$ cat src/rtl/centroid_pkg.sv
// Shared types for the centroid engine: FSM state encoding and accumulator width helper.
package centroid_pkg;

    typedef enum logic [1:0] {
        ACCUM = 2'd0,
        DIV   = 2'd1,
        EMPTY = 2'd2,
        DONE  = 2'd3
    } state_t;

    // Sums must hold up to (2^COUNT_WIDTH-1) coordinates of DATA_WIDTH bits each.
    function automatic int sum_width(input int data_width, input int count_width);
        return data_width + count_width;
    endfunction

endpackage

$ cat src/rtl/centroid_seq_if.sv
// Pixel-in / result-out bundle for centroid_seq; bbox fields exist only with CENTROID_BBOX_EN.
interface centroid_seq_if #(
    parameter int DATA_WIDTH  = 8,
    parameter int COUNT_WIDTH = 24
);
    logic                   in_valid;
    logic                   in_ready;
    logic [DATA_WIDTH-1:0]  in_x;
    logic [DATA_WIDTH-1:0]  in_y;
    logic                   in_hit;
    logic                   in_last;
    logic                   out_valid;
    logic [DATA_WIDTH-1:0]  out_x;
    logic [DATA_WIDTH-1:0]  out_y;
    logic [COUNT_WIDTH-1:0] out_count;
    logic                   out_empty;
    logic                   out_ovf;
`ifdef CENTROID_BBOX_EN
    logic [DATA_WIDTH-1:0]  out_xmin;
    logic [DATA_WIDTH-1:0]  out_xmax;
    logic [DATA_WIDTH-1:0]  out_ymin;
    logic [DATA_WIDTH-1:0]  out_ymax;
`endif

    modport master (
        output in_valid, in_x, in_y, in_hit, in_last,
        input  in_ready, out_valid, out_x, out_y, out_count, out_empty, out_ovf
`ifdef CENTROID_BBOX_EN
        , input out_xmin, out_xmax, out_ymin, out_ymax
`endif
    );

    modport slave (
        input  in_valid, in_x, in_y, in_hit, in_last,
        output in_ready, out_valid, out_x, out_y, out_count, out_empty, out_ovf
`ifdef CENTROID_BBOX_EN
        , output out_xmin, out_xmax, out_ymin, out_ymax
`endif
    );

endinterface

$ cat src/rtl/seq_divider.sv
// Restoring unsigned divider, one quotient bit per cycle; done pulses after WIDTH iterations.
module seq_divider #(
    parameter int WIDTH   = 32,
    parameter int Q_WIDTH = WIDTH
) (
    input  logic               clk,
    input  logic               rst_n,
    input  logic               start,
    input  logic [WIDTH-1:0]   dividend,
    input  logic [WIDTH-1:0]   divisor,
    output logic               busy,
    output logic               done,
    output logic [Q_WIDTH-1:0] quotient
);
    localparam int CNT_W = $clog2(WIDTH + 1);

    logic [WIDTH-1:0] rem;
    logic [WIDTH-1:0] quo;
    logic [WIDTH-1:0] div_r;
    logic [CNT_W-1:0] remaining;
    logic [WIDTH:0]   shifted;
    logic [WIDTH:0]   diff;

    // A set MSB in diff means the trial subtraction borrowed, so the remainder is restored.
    assign shifted  = {rem, quo[WIDTH-1]};
    assign diff     = shifted - {1'b0, div_r};
    assign quotient = quo[Q_WIDTH-1:0];

    always_ff @(posedge clk or negedge rst_n) begin
        if (!rst_n) begin
            rem       <= '0;
            quo       <= '0;
            div_r     <= '0;
            remaining <= '0;
            busy      <= 1'b0;
            done      <= 1'b0;
        end else begin
            done <= 1'b0;
            if (start) begin
                rem       <= '0;
                quo       <= dividend;
                div_r     <= divisor;
                remaining <= CNT_W'(WIDTH);
                busy      <= 1'b1;
            end else if (busy) begin
                if (!diff[WIDTH]) begin
                    rem <= diff[WIDTH-1:0];
                    quo <= {quo[WIDTH-2:0], 1'b1};
                end else begin
                    rem <= shifted[WIDTH-1:0];
                    quo <= {quo[WIDTH-2:0], 1'b0};
                end
                remaining <= remaining - 1'b1;
                if (remaining == CNT_W'(1)) begin
                    busy <= 1'b0;
                    done <= 1'b1;
                end
            end
        end
    end

endmodule

$ cat src/rtl/centroid_seq.sv
// Per-frame centroid of hit pixels using two sequential dividers (x, y).
// Define CENTROID_BBOX_EN to add min/max bounding-box outputs.
module centroid_seq
    import centroid_pkg::*;
#(
    parameter int DATA_WIDTH  = 8,
    parameter int COUNT_WIDTH = 24
) (
    input logic           clk,
    input logic           rst_n,
    centroid_seq_if.slave bus
);
    localparam int SUM_WIDTH = sum_width(DATA_WIDTH, COUNT_WIDTH);
    localparam logic [COUNT_WIDTH-1:0] COUNT_MAX = '1;

    state_t                 state, next_state;
    logic [SUM_WIDTH-1:0]   sum_x, sum_y, next_sum_x, next_sum_y, divisor;
    logic [COUNT_WIDTH-1:0] count, next_count;
    logic                   ovf;
    logic                   beat_fire, hit_fire, frame_end, div_start, load_result;
    logic                   x_busy, y_busy, x_done, y_done;
    logic [DATA_WIDTH-1:0]  quot_x, quot_y;

    assign beat_fire = bus.in_valid && bus.in_ready;
    assign hit_fire  = beat_fire && bus.in_hit;
    assign frame_end = beat_fire && bus.in_last;
    assign div_start = frame_end && (next_count != '0);
    assign divisor   = SUM_WIDTH'(next_count);

    // Dividers start on the in_last edge itself, fed with the totals that include that beat.
    always_comb begin
        next_sum_x = sum_x;
        next_sum_y = sum_y;
        next_count = count;
        if (hit_fire && (count != COUNT_MAX)) begin
            next_sum_x = sum_x + SUM_WIDTH'(bus.in_x);
            next_sum_y = sum_y + SUM_WIDTH'(bus.in_y);
            next_count = count + 1'b1;
        end
    end

    always_ff @(posedge clk or negedge rst_n) begin
        if (!rst_n) state <= ACCUM;
        else        state <= next_state;
    end

    always_comb begin
        next_state = state;
        case (state)
            ACCUM:   if (frame_end) next_state = (next_count != '0) ? DIV : EMPTY;
            DIV:     if (x_done && y_done) next_state = DONE;
            EMPTY:   next_state = DONE;
            DONE:    next_state = ACCUM;
            default: next_state = ACCUM;
        endcase
    end

    always_comb begin
        bus.in_ready  = (state == ACCUM) && !x_busy && !y_busy;
        bus.out_valid = (state == DONE);
        load_result   = ((state == DIV) && x_done && y_done) || (state == EMPTY);
    end

    always_ff @(posedge clk or negedge rst_n) begin
        if (!rst_n) begin
            sum_x <= '0;
            sum_y <= '0;
            count <= '0;
            ovf   <= 1'b0;
        end else if (state == DONE) begin
            sum_x <= '0;
            sum_y <= '0;
            count <= '0;
            ovf   <= 1'b0;
        end else begin
            sum_x <= next_sum_x;
            sum_y <= next_sum_y;
            count <= next_count;
            if (hit_fire && (count == COUNT_MAX)) ovf <= 1'b1;
        end
    end

    always_ff @(posedge clk or negedge rst_n) begin
        if (!rst_n) begin
            bus.out_x     <= '0;
            bus.out_y     <= '0;
            bus.out_count <= '0;
            bus.out_empty <= 1'b0;
            bus.out_ovf   <= 1'b0;
        end else if (load_result) begin
            bus.out_x     <= (state == EMPTY) ? '0 : quot_x;
            bus.out_y     <= (state == EMPTY) ? '0 : quot_y;
            bus.out_count <= count;
            bus.out_empty <= (state == EMPTY);
            bus.out_ovf   <= ovf;
        end
    end

    seq_divider #(.WIDTH(SUM_WIDTH), .Q_WIDTH(DATA_WIDTH)) div_x (
        .clk(clk), .rst_n(rst_n), .start(div_start),
        .dividend(next_sum_x), .divisor(divisor),
        .busy(x_busy), .done(x_done), .quotient(quot_x)
    );

    seq_divider #(.WIDTH(SUM_WIDTH), .Q_WIDTH(DATA_WIDTH)) div_y (
        .clk(clk), .rst_n(rst_n), .start(div_start),
        .dividend(next_sum_y), .divisor(divisor),
        .busy(y_busy), .done(y_done), .quotient(quot_y)
    );

`ifdef CENTROID_BBOX_EN
    logic [DATA_WIDTH-1:0] xmin, xmax, ymin, ymax;

    // Box keeps growing after count saturation; min registers idle at all-ones.
    always_ff @(posedge clk or negedge rst_n) begin
        if (!rst_n) begin
            xmin <= '1;
            xmax <= '0;
            ymin <= '1;
            ymax <= '0;
        end else if (state == DONE) begin
            xmin <= '1;
            xmax <= '0;
            ymin <= '1;
            ymax <= '0;
        end else if (hit_fire) begin
            if (bus.in_x < xmin) xmin <= bus.in_x;
            if (bus.in_x > xmax) xmax <= bus.in_x;
            if (bus.in_y < ymin) ymin <= bus.in_y;
            if (bus.in_y > ymax) ymax <= bus.in_y;
        end
    end

    always_ff @(posedge clk or negedge rst_n) begin
        if (!rst_n) begin
            bus.out_xmin <= '0;
            bus.out_xmax <= '0;
            bus.out_ymin <= '0;
            bus.out_ymax <= '0;
        end else if (load_result) begin
            bus.out_xmin <= (state == EMPTY) ? '0 : xmin;
            bus.out_xmax <= (state == EMPTY) ? '0 : xmax;
            bus.out_ymin <= (state == EMPTY) ? '0 : ymin;
            bus.out_ymax <= (state == EMPTY) ? '0 : ymax;
        end
    end
`endif

endmodule
$ cat src/flat_wrapper.sv
// flat-port wrapper written by rule: the top's interface ports become plain ports
module centroid_seq_flat import centroid_pkg::*;
#(
    parameter int DATA_WIDTH  = 8,
    parameter int COUNT_WIDTH = 24
)
  (clk, rst_n, bus_in_valid, bus_in_x, bus_in_y, bus_in_hit, bus_in_last, bus_in_ready, bus_out_valid, bus_out_x, bus_out_y, bus_out_count, bus_out_empty, bus_out_ovf);
  centroid_seq_if #(.DATA_WIDTH(DATA_WIDTH), .COUNT_WIDTH(COUNT_WIDTH)) bus_i ();
  input logic clk;
  input logic rst_n;
  input wire logic [$bits(bus_i.in_valid)-1:0] bus_in_valid;
  input wire logic [$bits(bus_i.in_x)-1:0] bus_in_x;
  input wire logic [$bits(bus_i.in_y)-1:0] bus_in_y;
  input wire logic [$bits(bus_i.in_hit)-1:0] bus_in_hit;
  input wire logic [$bits(bus_i.in_last)-1:0] bus_in_last;
  output wire logic [$bits(bus_i.in_ready)-1:0] bus_in_ready;
  output wire logic [$bits(bus_i.out_valid)-1:0] bus_out_valid;
  output wire logic [$bits(bus_i.out_x)-1:0] bus_out_x;
  output wire logic [$bits(bus_i.out_y)-1:0] bus_out_y;
  output wire logic [$bits(bus_i.out_count)-1:0] bus_out_count;
  output wire logic [$bits(bus_i.out_empty)-1:0] bus_out_empty;
  output wire logic [$bits(bus_i.out_ovf)-1:0] bus_out_ovf;
  assign bus_i.in_valid = bus_in_valid;
  assign bus_i.in_x = bus_in_x;
  assign bus_i.in_y = bus_in_y;
  assign bus_i.in_hit = bus_in_hit;
  assign bus_i.in_last = bus_in_last;
  assign bus_in_ready = bus_i.in_ready;
  assign bus_out_valid = bus_i.out_valid;
  assign bus_out_x = bus_i.out_x;
  assign bus_out_y = bus_i.out_y;
  assign bus_out_count = bus_i.out_count;
  assign bus_out_empty = bus_i.out_empty;
  assign bus_out_ovf = bus_i.out_ovf;
  centroid_seq #(.DATA_WIDTH(DATA_WIDTH), .COUNT_WIDTH(COUNT_WIDTH)) u_core (.clk(clk), .rst_n(rst_n), .bus(bus_i));
endmodule
$ cat config.mk
export PLATFORM = sky130hd
export DESIGN_NAME = centroid_seq_flat
export DESIGN_NICKNAME = d
export VERILOG_FILES = /design/src/rtl/centroid_pkg.sv /design/src/rtl/centroid_seq_if.sv /design/src/rtl/seq_divider.sv /design/src/rtl/centroid_seq.sv /design/src/flat_wrapper.sv
export SDC_FILE = /design/constraint.sdc
export NUM_CORES = 1
export LEC_CHECK = 0
export ABC_CLOCK_PERIOD_IN_PS = 9890
export CORE_MARGIN = 5
export CORE_UTILIZATION = 65
export DETAILED_ROUTE_END_ITERATION = 7
export GPL_TIMING_DRIVEN = 0
export PLACE_DENSITY = 0.83
export SYNTH_ARGS = -nofsm -noshare
export SYNTH_HDL_FRONTEND = slang
export SYNTH_SLANG_ARGS = --single-unit
$ cat constraint.sdc
create_clock -name clk -period 9.89 [get_ports clk]
set_clock_uncertainty 0.15 [all_clocks]
set_input_delay 2.4725 -clock clk [delete_from_list [all_inputs] [get_ports clk]]
set_output_delay 2.4725 -clock clk [all_outputs]
set_load 0.1 [all_outputs]
==> impl_metrics.json <==
{
  "status": "finished, final reports clean",
  "io_pins": 65,
  "grt_overflow": 0,
  "p_per_area_mw_per_mm2": 134,
  "startpoint_type": "input pin",
  "final_area_mm2": 0.0192,
  "synth_top_area_share": 0.444,
  "critical_path_class": "input pin to register",
  "grt_pass1_wl_um": 74300,
  "start_util": 0.655,
  "viasPerCell": 6.38,
  "hold_class": "register to register",
  "cts_tree": "done",
  "postRouteAntennaNets": 0,
  "clockBufferDepth": 3,
  "place_hpwl_um": 32400,
  "dieWidth_um": 172,
  "cts.sinks": 301,
  "yosysSeqAreaShare": 0.444,
  "tns_ns": 0,
  "area_growth_pct": 13.3,
  "grt_max_degree": 112,
  "grt_setup_unrepaired": "false",
  "cts_max_level": 2,
  "drive_gt1_frac": 0.0689,
  "cts.reportedPaths.clkPinSlew_ns": 0.06,
  "ir_drop_v": 0.000221,
  "syn_area_mm2": 0.0170,
  "rows": 59,
  "relSlewSlack": 0.335,
  "die_h_um": 172,
  "hold_violations": 0,
  "cts_setup_buffers": 0,
  "clkLatencyLatePin_ns": 0.52,
  "worstSetupEndpointType": "register",
  "crit_arrival_ns": 7.25,
  "synth_warnings": 0,
  "antennaDiodeCount": 0,
  "fin_crit_sh": 0.706,
  "coreArea_mm2": 0.0259,
  "drv_cap": 0,
  "synth_nets": 1892,
  "route.detailed.drc": 0,
  "fp.dieArea_mm2": 0.0294,
  "wl_um": 45800,
  "synth_flop_cell": "dfrtp_1",
  "grt_usage": 0.314,
  "cp_max_fo": 10,
  "fin_nets": 1994,
  "root_buffer": "clkbuf_16",
  "yosys-top-cells-area": "dfrtp_1 (44%), ha_1 (5.5%), nor2_1 (5.0%)",
  "fill_cells": 1812,
  "hold_buffers": 0,
  "cts_resized": 0,
  "synthArstFlopShare": 1.00,
  "fmax_mhz": 143,
  "syn_area_per_cell_um2": 9.46,
  "post_drt_wl_per_cell_um": 20.3,
  "ys_seq_elements": 301,
  "place_congestion": 0.957,
  "cts_buffers": 34,
  "slew_violations": 0,
  "yosys.area.top_type": "dfrtp_1",
  "drt_iter0_drc": 1463,
  "setup_viol": 0,
  "yosysUniqueCellTypes": 74,
  "p_leak_nw": 8.82,
  "period_needed_ns": 6.98,
  "route.vias.total": 14400,
  "worstMarginPinSlew_ns": 0.994,
  "placed_area_mm2": 0.0181,
  "synth_cells": 1793,
  "antenna_found_initial": 0,
  "grt_pass1_vias": 14500,
  "cp.required_ns": 10.16,
  "synth_enable_flop_cells": 0,
  "portBuffers": 64,
  "dr.pass1.iters": 6
}
-- placed cells by master (no fill, tap or decap), types with 22 or more instances in the layout --
master | synthesis | layout
dfrtp_1 | 301 | 301
nor2_1 | 228 | 228
nand2_1 | 183 | 183
ha_1 | 74 | 74
xnor2_1 | 73 | 73
clkbuf_1 | 63 | 70
nand3_1 | 69 | 69
a21oi_1 | 68 | 68
inv_1 | 66 | 66
o21ai_0 | 63 | 63
clkdlybuf4s50_1 | 0 | 63
xor2_1 | 61 | 61
a221o_1 | 52 | 52
mux2i_1 | 43 | 43
clkbuf_16 | 0 | 34
o22ai_1 | 29 | 29
and3_1 | 28 | 28
a21o_1 | 25 | 25
mux2_2 | 25 | 25
nor3_1 | 22 | 22
nand4_1 | 22 | 22
-- sequential cells by signal (all words and copies together), names as in the netlist, 6 cells and up --
name / flops
u_core.bus.out_count: 24
u_core.bus.out_x: 8
u_core.bus.out_y: 8
u_core.count: 24
u_core.div_x.div_r: 24
u_core.div_x.quo: 32
u_core.div_x.rem: 32
u_core.div_x.remaining: 6
u_core.div_y.quo: 32
u_core.div_y.rem: 32
u_core.div_y.remaining: 6
u_core.sum_x: 32
u_core.sum_y: 32
-- cell type report --
class                           count  area, um^2  area share
Buffer                             97         415      0.0216
Timing Repair Buffer               66         701      0.0364
Tap cell                          335         419      0.0218
Multi-Input combinational cell   1329        8770       0.456
Clock buffer                       47         960      0.0499
Clock inverter                     11         178     0.00924
Sequential cell                   301        7530       0.392
Inverter                           66         248      0.0129
-- worst max-delay path: stages --
cell and delay, ns:
clkdlybuf4s50_1 0.53, and4bb_2 0.39, nand2_1 0.10, clkbuf_1 0.24, nor4_1 0.40, mux2i_1 0.40, o211ai_1 0.14, or4b_1 0.61
nor3_1 0.78, nor2_1 0.46, clkbuf_1 0.45, o22ai_1 0.29
-- per-stage QoR --
stage / util / total power [mW] / worst slack [ns] / instances / hold slack [ns]
floorplan: - / 1.26 / 4.37 / 1793 / 0.300
detailed placement: 0.698 / 1.30 / 2.52 / 2194 / 0.322
global placement: 0.696 / 1.30 / -6.54 / 2192 / 0.313
finish: 0.742 / 2.57 / 2.91 / 2252 / 0.332
global route: 0.742 / 2.64 / 2.80 / 2252 / 0.343
CTS: 0.742 / 2.58 / 3.05 / 2252 / 0.335
-- final timing paths --
check	endpoint	slack, ns	depth (start not counted)	startpoint
max	u_core.div_x.rem[19]$_DFFE_PN0P_	2.91	12	bus_in_valid
min	u_core.div_x.div_r[12]$_DFFE_PN0P_	0.33	2	u_core.div_x.div_r[12]$_DFFE_PN0P_
max reg2reg	u_core.div_x.rem[19]$_DFFE_PN0P_	4.49	12	u_core.count[0]$_DFF_PN0_
min reg2reg	u_core.div_x.div_r[12]$_DFFE_PN0P_	0.33	2	u_core.div_x.div_r[12]$_DFFE_PN0P_
max in group asynchronous	u_core.div_x.rem[24]$_DFFE_PN0P_	6.32	3	rst_n
min in group asynchronous	u_core.bus.out_count[6]$_DFFE_PN0P_	1.78	1	rst_n
-- cell families after synthesis --
kind of cell / count (synthesis) / synth area share
compound gates: 397 / 0.168
xor+xnor: 134 / 0.0692
fa+ha+maj: 78 / 0.0593
buf+inv: 163 / 0.0391
flops: 301 / 0.444
mux: 68 / 0.0420
simple gates: 652 / 0.179
-- synthesized netlist by cell type (29+ instances only) --
library cell	instances
inv_1	66
nand3_1	69
xnor2_1	73
mux2i_1	43
nor2_1	228
a21oi_1	68
dfrtp_1	301
o22ai_1	29
o21ai_0	63
ha_1	74
clkbuf_1	63
nand2_1	183
xor2_1	61
a221o_1	52
-- routing by layer --
| layer | global-route usage | routed length [um] | vias to the layer above |
|---|---|---|---|
| li1 | - | - | 6618 |
| met1 | 0.433 | 19500 | 7112 |
| met2 | 0.515 | 22000 | 541 |
| met3 | 0.0425 | 2900 | 108 |
| met4 | 0.110 | 1370 | 0 |
| met5 | 0 | 0 | - |
-- report_power, final --
group	switching [mW]	internal, mW
registers	0	1.23
clock network	0.511	0.785
logic	0.0300	0.0135
total	0.541	2.03
No activity file was read; power rests on OpenSTA's default activity.
